`config.mk`:
```
export PLATFORM = sky130hd
export DESIGN_NAME = stack8_16_flat
export DESIGN_NICKNAME = d
export VERILOG_FILES = /design/src/rtl/stack8_16_if.sv /design/src/rtl/stack8_16.sv /design/src/flat_wrapper.sv
export SDC_FILE = /design/constraint.sdc
export NUM_CORES = 1
export LEC_CHECK = 0
export ABC_AREA = 1
export BUFFER_PORTS_ARGS = -buffer_cell sky130_fd_sc_hd__buf_2
export CORE_MARGIN = 4
export CORE_UTILIZATION = 55
export DETAILED_ROUTE_END_ITERATION = 10
export PLACE_DENSITY = 0.71
export SLEW_MARGIN = 25
export SYNTH_ARGS = -nofsm -noshare
export SYNTH_HDL_FRONTEND = slang
export SYNTH_HIERARCHICAL = 1
export SYNTH_SLANG_ARGS = --single-unit
```
`constraint.sdc`:
```
create_clock -name clock -period 4.9 [get_ports clock]
set_input_delay 0.98 -clock clock [delete_from_list [all_inputs] [get_ports clock]]
set_output_delay 0.98 -clock clock [all_outputs]
set_load 0.05 [all_outputs]
```
`src/rtl/stack8_16_if.sv`:
```
// stack8_16 request/response bundle.
// Master issues push/pop; slave returns top and status.
interface stack8_16_if;
  logic        push;
  logic        pop;
  logic [15:0] in;
  logic [15:0] out;
  logic [3:0]  count;
  logic        empty;
  logic        full;
  logic        overflow;
  logic        underflow;

  modport master (
    output push, pop, in,
    input  out, count, empty, full,
    input  overflow, underflow
  );

  modport slave (
    input  push, pop, in,
    output out, count, empty, full,
    output overflow, underflow
  );
endinterface

```
`src/rtl/stack8_16.sv`:
```
// 8-deep x 16-bit LIFO stack with sticky-free
// overflow/underflow pulses and a zero-latency top-of-stack.
module dmux8way (
  input  logic       in,
  input  logic [2:0] sel,
  output logic [7:0] o
);
  // one-hot steer of the enable to the selected slot
  always_comb begin
    o      = '0;
    o[sel] = in;
  end
endmodule

module mux8way16 (
  input  logic [7:0][15:0] d,
  input  logic [2:0]       sel,
  output logic [15:0]      o
);
  // pick one of eight words
  always_comb begin
    o = d[sel];
  end
endmodule

module stack8_16 (
  input  logic        clock,
  input  logic        reset,
  stack8_16_if.slave  bus
);
  logic [7:0][15:0] mem;
  logic [3:0]       sp;
  logic [3:0]       spm1;
  logic [3:0]       sp_nxt;
  logic             wen;
  logic [2:0]       widx;
  logic [7:0]       we;
  logic [15:0]      top;
  logic             ovf_nxt;
  logic             unf_nxt;
  logic             ovf_q;
  logic             unf_q;
  logic             emp;
  logic             ful;
  logic             rep;
  logic             psh;
  logic             ovr;
  logic             pp;
  logic             unr;

  assign spm1 = sp - 4'd1;
  assign emp  = (sp == 4'd0);
  assign ful  = (sp == 4'd8);

  // mutually exclusive operation classes
  assign rep = bus.push & bus.pop & ~emp;
  assign psh = bus.push & ~rep & ~ful;
  assign ovr = bus.push & ~rep & ful;
  assign pp  = bus.pop & ~bus.push & ~emp;
  assign unr = bus.pop & ~bus.push & emp;

  // next-state and write steering
  always_comb begin
    wen     = 1'b0;
    widx    = sp[2:0];
    sp_nxt  = sp;
    ovf_nxt = 1'b0;
    unf_nxt = 1'b0;
    unique case (1'b1)
      rep: begin
        wen  = 1'b1;
        widx = spm1[2:0];
      end
      psh: begin
        wen    = 1'b1;
        sp_nxt = sp + 4'd1;
      end
      ovr: ovf_nxt = 1'b1;
      pp:  sp_nxt  = spm1;
      unr: unf_nxt = 1'b1;
      default: ;
    endcase
  end

  dmux8way u_dmux (
    .in  (wen & ~reset),
    .sel (widx),
    .o   (we)
  );

  mux8way16 u_mux (
    .d   (mem),
    .sel (spm1[2:0]),
    .o   (top)
  );

  // storage; reset leaves contents alone
  always_ff @(posedge clock) begin
    for (int i = 0; i < 8; i++) begin
      if (we[i]) mem[i] <= bus.in;
    end
  end

  // pointer and one-cycle error pulses
  always_ff @(posedge clock) begin
    if (reset) begin
      sp    <= 4'd0;
      ovf_q <= 1'b0;
      unf_q <= 1'b0;
    end else begin
      sp    <= sp_nxt;
      ovf_q <= ovf_nxt;
      unf_q <= unf_nxt;
    end
  end

  assign bus.out       = emp ? 16'h0000 : top;
  assign bus.count     = sp;
  assign bus.empty     = emp;
  assign bus.full      = ful;
  assign bus.overflow  = ovf_q;
  assign bus.underflow = unf_q;
endmodule
```
`src/flat_wrapper.sv`:
```
// flat-port wrapper written by rule: the top's interface ports become plain ports
module stack8_16_flat 
  (clock, reset, bus_push, bus_pop, bus_in, bus_out, bus_count, bus_empty, bus_full, bus_overflow, bus_underflow);
  stack8_16_if bus_i ();
  input  logic clock;
  input  logic reset;
  input wire logic [$bits(bus_i.push)-1:0] bus_push;
  input wire logic [$bits(bus_i.pop)-1:0] bus_pop;
  input wire logic [$bits(bus_i.in)-1:0] bus_in;
  output wire logic [$bits(bus_i.out)-1:0] bus_out;
  output wire logic [$bits(bus_i.count)-1:0] bus_count;
  output wire logic [$bits(bus_i.empty)-1:0] bus_empty;
  output wire logic [$bits(bus_i.full)-1:0] bus_full;
  output wire logic [$bits(bus_i.overflow)-1:0] bus_overflow;
  output wire logic [$bits(bus_i.underflow)-1:0] bus_underflow;
  assign bus_i.push = bus_push;
  assign bus_i.pop = bus_pop;
  assign bus_i.in = bus_in;
  assign bus_out = bus_i.out;
  assign bus_count = bus_i.count;
  assign bus_empty = bus_i.empty;
  assign bus_full = bus_i.full;
  assign bus_overflow = bus_i.overflow;
  assign bus_underflow = bus_i.underflow;
  stack8_16 u_core (.clock(clock), .reset(reset), .bus(bus_i));
endmodule
```
* Word level (Yosys, flattened, before mapping)
Cells that the tools add are included.
** Word-level totals
- Flip-flop bits (word level) :: 134
- Bits of input ports :: 20
- Output and inout bits :: 24
- Word-level logic and storage cells :: 46
** Operators by class
- Add/sub/neg operators :: 2
- Order comparisons :: 3
- Eq/ne operators :: 1
- Multiplexer cells :: 10
- Bitwise logic cells :: 15
- Reductions and logical operators :: 4
** Operators with widths (number)
- binary-select mux 16 bit (select 3 bit) :: 1
- two-way mux 16 bit :: 2
- AND 1 bit :: 9
- AND 8 bit :: 1
- < comparator 3 x 4 -> 1 bit, second input constant :: 2
- case mux 4 bit (2 select lines) :: 1
- inverter 1 bit :: 5
- adder 4 x 1 -> 4 bit, second input constant :: 1
- equality test 4 bit, second input constant :: 1
- zero test 4 bit :: 1
- two-way mux 1 bit :: 4
- subtractor 4 x 1 -> 4 bit, second input constant :: 1
- demux 1 bit (select 3 bit) :: 1
- greater-or-equal comparator 3 x 1 -> 1 bit, second input constant :: 1
- two-way mux 3 bit :: 1
- nonzero test 2 bit :: 1
- OR reduction 2 bit :: 1
- logical AND 1 bit :: 1

* Longest topological paths before layout
- Depth after elaboration :: 10
- Mapped depth :: 12
- Mapped depth without buffers :: 10

* Cells and area by module
Netlist, hierarchy kept.
** By module, submodules not included
- stack8_16 :: times used 1, cells an instance 240, area each 4468.0 sq um, sequential area each 3963.8 sq um
- mux8way16 :: times used 1, cells an instance 426, area each 1761.7 sq um, sequential area each 0.0 sq um
- dmux8way :: times used 1, cells an instance 17, area each 63.8 sq um, sequential area each 0.0 sq um

* Worst setup path before layout
No wires, ideal clock.
- Path type :: register to output
- Start point :: register u_core.sp[0] (netlist: u_core/bus.count[0])
- End point :: output port bus_out[10]
- Data arrival time :: 2657 ps
- Data required time :: 3920 ps
- Slack :: 1263 ps
- Cell stages (with the launch flop) :: 12
- Buffers on the path :: 2
- Path through :: dfxtp_1 > inv_1 > ha_1 > nand2_1 > nand2_1 > buf_2 > inv_1 > buf_2 > nand2_1 > nand2_1 > inv_1 > nor2_1
** On the way
- Longest elaborated chain between the ends :: 4
- Elaborated cells on any way between the ends :: 5
- Classes of those cells :: add/sub (1); mux (3); reduce/logical (1)
** Ends and longest elaborated chain
- start: declaration :: line stack8_16.sv:32 : logic [3:0] sp;
- start signal: assignment :: line stack8_16.sv:111 : sp <= sp_nxt;
- subtractor 4 x 1 -> 4 bit :: line stack8_16.sv:51 : assign spm1 = sp - 4'd1;
- named net u_core.spm1[0] :: line stack8_16.sv:33 : logic [3:0] spm1;
- binary-select mux 16 bit (select 3 bit) :: line stack8_16.sv:22 : o = d[sel];
- two-way mux 16 bit (implied by the code) :: line stack8_16.sv:22
- named net u_core.top[10] :: line stack8_16.sv:38 : logic [15:0] top;
- two-way mux 16 bit :: line stack8_16.sv:117 : assign bus.out = emp ? 16'h0000 : top;
- end: declaration :: line flat_wrapper.sv:10 : output wire logic [$bits(bus_i.out)-1:0] bus_out;
The timed path passes the listed nets, and every way through them passes these cells. The select of a mux whose other input is x is not followed.

* Final worst setup path
- Start point :: register u_core.sp[0] (netlist: u_core/bus.count[0])
- End point :: output port bus_out[11]
Same word-level chain as after synthesis.

==> impl_metrics.ini <==
[status]
status = finished clean

[detailed_routing]
num_vias = 4341
drt_iter0_markers = 308
post_drt_wl_per_cell_um = 14.3
drc = 0
ant_nets = 0
finalWirelength_mm = 12.7
firstDrtPassIters = 5
avgViaCountPerCell = 4.90

[power_and_ir_drop]
p_leak_nw = 3.53
internal-power_w = 0.00246
combPwrFrac_pct = 30.6
max-vdd-ir-drop_mv = 0.333
pwr_density_cell_nw_per_um2 = 530
pwr-share-seq_pct = 35.2
power.share.clock_pct = 34.2
p_sw_share_pct = 35.6
switchingPower_w = 0.00136

[synthesis]
synth-seq-cells = 134
ys_types = 20
seq_area_frac_synth_pct = 63.0
postSynthCellCount = 683
syn-num-nets = 705
syn_avg_cell_area_um2 = 9.21
yosysWarnings = 6
syn_area_um2 = 6290

[grt]
track_usage_pct = 20.5
grt_antenna_before_repair = 0
grt_first_pass_wirelength_mm = 20.2
grt_overflow = 0
grt_pass1_vias = 4152
grt_max_degree = 71

[setup_path]
worstPathMaxFanout = 70
endpoint_kind = primary output
crit_chain = inv_2 -> buf_4 -> clkinv_2 -> nand2_1 -> nand3_1 -> nand2_1 -> nand2_1 -> nand2_1 -> inv_1 -> nor2_1 -> buf_2
critPathKind = reg -> out
arrival_ns = 3.40
critPathMostFrequentCell = nand2_1
crit_path_max_incr_delay_ns = 0.92
cp_slowest_cell = clkinv_2
cp.buffers_inverters = 5
path_delay_family = buffers and inverters
cp-start-kind = flip-flop
crit_required_ns = 3.92

[timing]
finalCritPeriodShare_pct = 89.3
worstMarginPinSlew_ns = 0.897
hold_viol = 0
skew_ns = 0.0112
rsz0062_at_grt = no
period_minus_slack_ns = 4.38
slew_violations = 0
tns_ns = 0
max_freq_ghz = 0.228
slew-limit-headroom_pct = 40.1
setup_viol = 0

[finish]
syn_to_final_growth_pct = 14.6
layout-drive-gt1-share_pct = 12.6
antennaDiodeCount = 0
fin_area_um2 = 7210
final_nets = 755

[floorplan]
dieHeight_um = 115
num_rows = 38
io_pins = 44
initial_core_util_pct = 57.1
fp.dieW_um = 115
die_area_um2 = 13200
core_um2 = 11000

[placement]
dpl.hpwl_mm = 7.46
port_buffers = 43
placed_area_um2 = 6600
gp_congestion = 0.812

[clocking]
post_cts_buffers = 0
cts_tree = yes
ctsResizeCount = 0
cts_buffer_depth = 2
cts_buffers = 17
clock_latency_ns = 0.42
hold_buffers = 0
root_buffer = clkbuf_16
htreeDepth = 4
clk_pin_slew_ns = 0.06
cts.sinks = 134

[hold_path]
hold_class = reg -> reg

[run]
drv_cap = 0
-- stage by stage --
step | total power [W] | hold WS (ns) | utilization [%] | cells | setup WS, ns
floorplan | 0.00230 | 0.764 | - | 683 | 1.26
global placement | 0.00252 | 0.570 | 59.8 | 854 | 1.39
detailed placement | 0.00254 | 0.584 | 59.8 | 854 | 1.34
CTS | 0.00384 | 0.594 | 65.4 | 886 | 0.864
global route | 0.00402 | 0.633 | 65.4 | 886 | 0.209
finish | 0.00382 | 0.597 | 65.4 | 886 | 0.523
-- cells in the final DEF (no fill, tap or decap) --
| cell | instances |
|---|---|
| clkbuf_1 | 1 |
| o21ai_0 | 4 |
| nand2_1 | 233 |
| clkinv_4 | 3 |
| clkbuf_16 | 17 |
| clkinv_1 | 2 |
| nand4_1 | 1 |
| a21oi_1 | 2 |
| clkinv_2 | 4 |
| bufinv_16 | 4 |
| ha_1 | 2 |
| buf_2 | 43 |
| xor2_1 | 2 |
| nor2_4 | 1 |
| clkinvlp_4 | 2 |
| inv_2 | 2 |
| nor2_1 | 33 |
| nand2_4 | 3 |
| edfxtp_1 | 128 |
| dfxtp_1 | 6 |
| buf_4 | 13 |
| inv_1 | 164 |
| nor4_1 | 1 |
| nand3_1 | 73 |
| nand2_2 | 1 |
| nand3_4 | 1 |
-- worst paths after layout --
path	startpoint	end	cells past startpoint	slack (ns)
max	u_core/bus.count[0]	bus_out[11]	11	0.52
min	u_core/bus.count[1]	u_core/bus.count[1]	2	0.60
max reg2reg	u_core/bus.count[1]	u_core/mem[42]	11	2.06
min reg2reg	u_core/bus.count[1]	u_core/bus.count[1]	2	0.60
-- worst reg2reg max path: stages (launching register included) --
cell and delay, ns:
dfxtp_1 0.46, inv_1 0.08, ha_1 0.25, nand2_1 0.09
nand2_1 0.06, buf_4 0.22, nand2_1 0.09, o21ai_0 0.14
inv_1 0.11, nand2_1 0.08, nor2_1 0.58, buf_4 0.36
-- area by class of cell --
cell class,count,area [um2]
Sequential cell,134,3960
Fill cell,860,3820
Multi-Input combinational cell,357,1520
Inverter,167,628
Clock buffer,18,429
Timing Repair Buffer,56,313
Clock inverter,14,184
Tap cell,140,175
-- synth_stat cells --
| cell type | count | area share, % |
|---|---|---|
| buf_2 | 13 | 1.0 |
| xor2_1 | 2 | 0.28 |
| nand2_4 | 3 | 0.54 |
| inv_1 | 165 | 9.8 |
| nand4_1 | 1 | 0.099 |
| nand3_1 | 73 | 5.8 |
| buf_4 | 4 | 0.48 |
| nor2_1 | 33 | 2.0 |
| ha_1 | 2 | 0.40 |
| a21oi_1 | 2 | 0.16 |
| nor2_4 | 1 | 0.18 |
| edfxtp_1 | 128 | 61 |
| o21ai_0 | 4 | 0.32 |
| nor4_1 | 1 | 0.099 |
| buf_6 | 8 | 1.4 |
| nand2_1 | 233 | 14 |
| inv_2 | 2 | 0.12 |
| dfxtp_1 | 6 | 1.9 |
| nand3_4 | 1 | 0.28 |
| nand2_2 | 1 | 0.099 |
-- cell families (layout without fill, tap and decap cells) --
| group | count (synthesis) | in the layout | synth area share (%) |
|---|---|---|---|
| xor+xnor | 2 | 2 | 0.278 |
| simple gates | 347 | 347 | 23.0 |
| compound gates | 6 | 6 | 0.477 |
| flops | 134 | 134 | 63.0 |
| buf+inv | 192 | 255 | 12.9 |
| fa+ha+maj | 2 | 2 | 0.398 |
-- power by group through the flow --
stage | registers (W) | logic, W | clock network, W
after floorplan | 0.00139 | 0.000912 | 0
after global placement | 0.00137 | 0.00116 | 0
after detailed placement | 0.00137 | 0.00117 | 0
after CTS | 0.00135 | 0.00118 | 0.00132
after global routing | 0.00135 | 0.00129 | 0.00138
final | 0.00135 | 0.00117 | 0.00131
-- layer usage --
| layer | global-route usage (%) | up-vias | part of all wire, % |
|---|---|---|---|
| li1 | - | 2188 | - |
| met1 | 26.0 | 1997 | 43 |
| met2 | 33.7 | 138 | 49 |
| met3 | 5.53 | 18 | 6.3 |
| met4 | 8.06 | 0 | 1.6 |
| met5 | 0 | - | 0 |
-- flip-flops by register name, summed over array words and instances, names as in the netlist --
name and count:
u_core/bus.count 4, u_core/bus.overflow 1, u_core/bus.underflow 1, u_core/mem 128
Note: power is estimated with default switching activity, not from simulation.
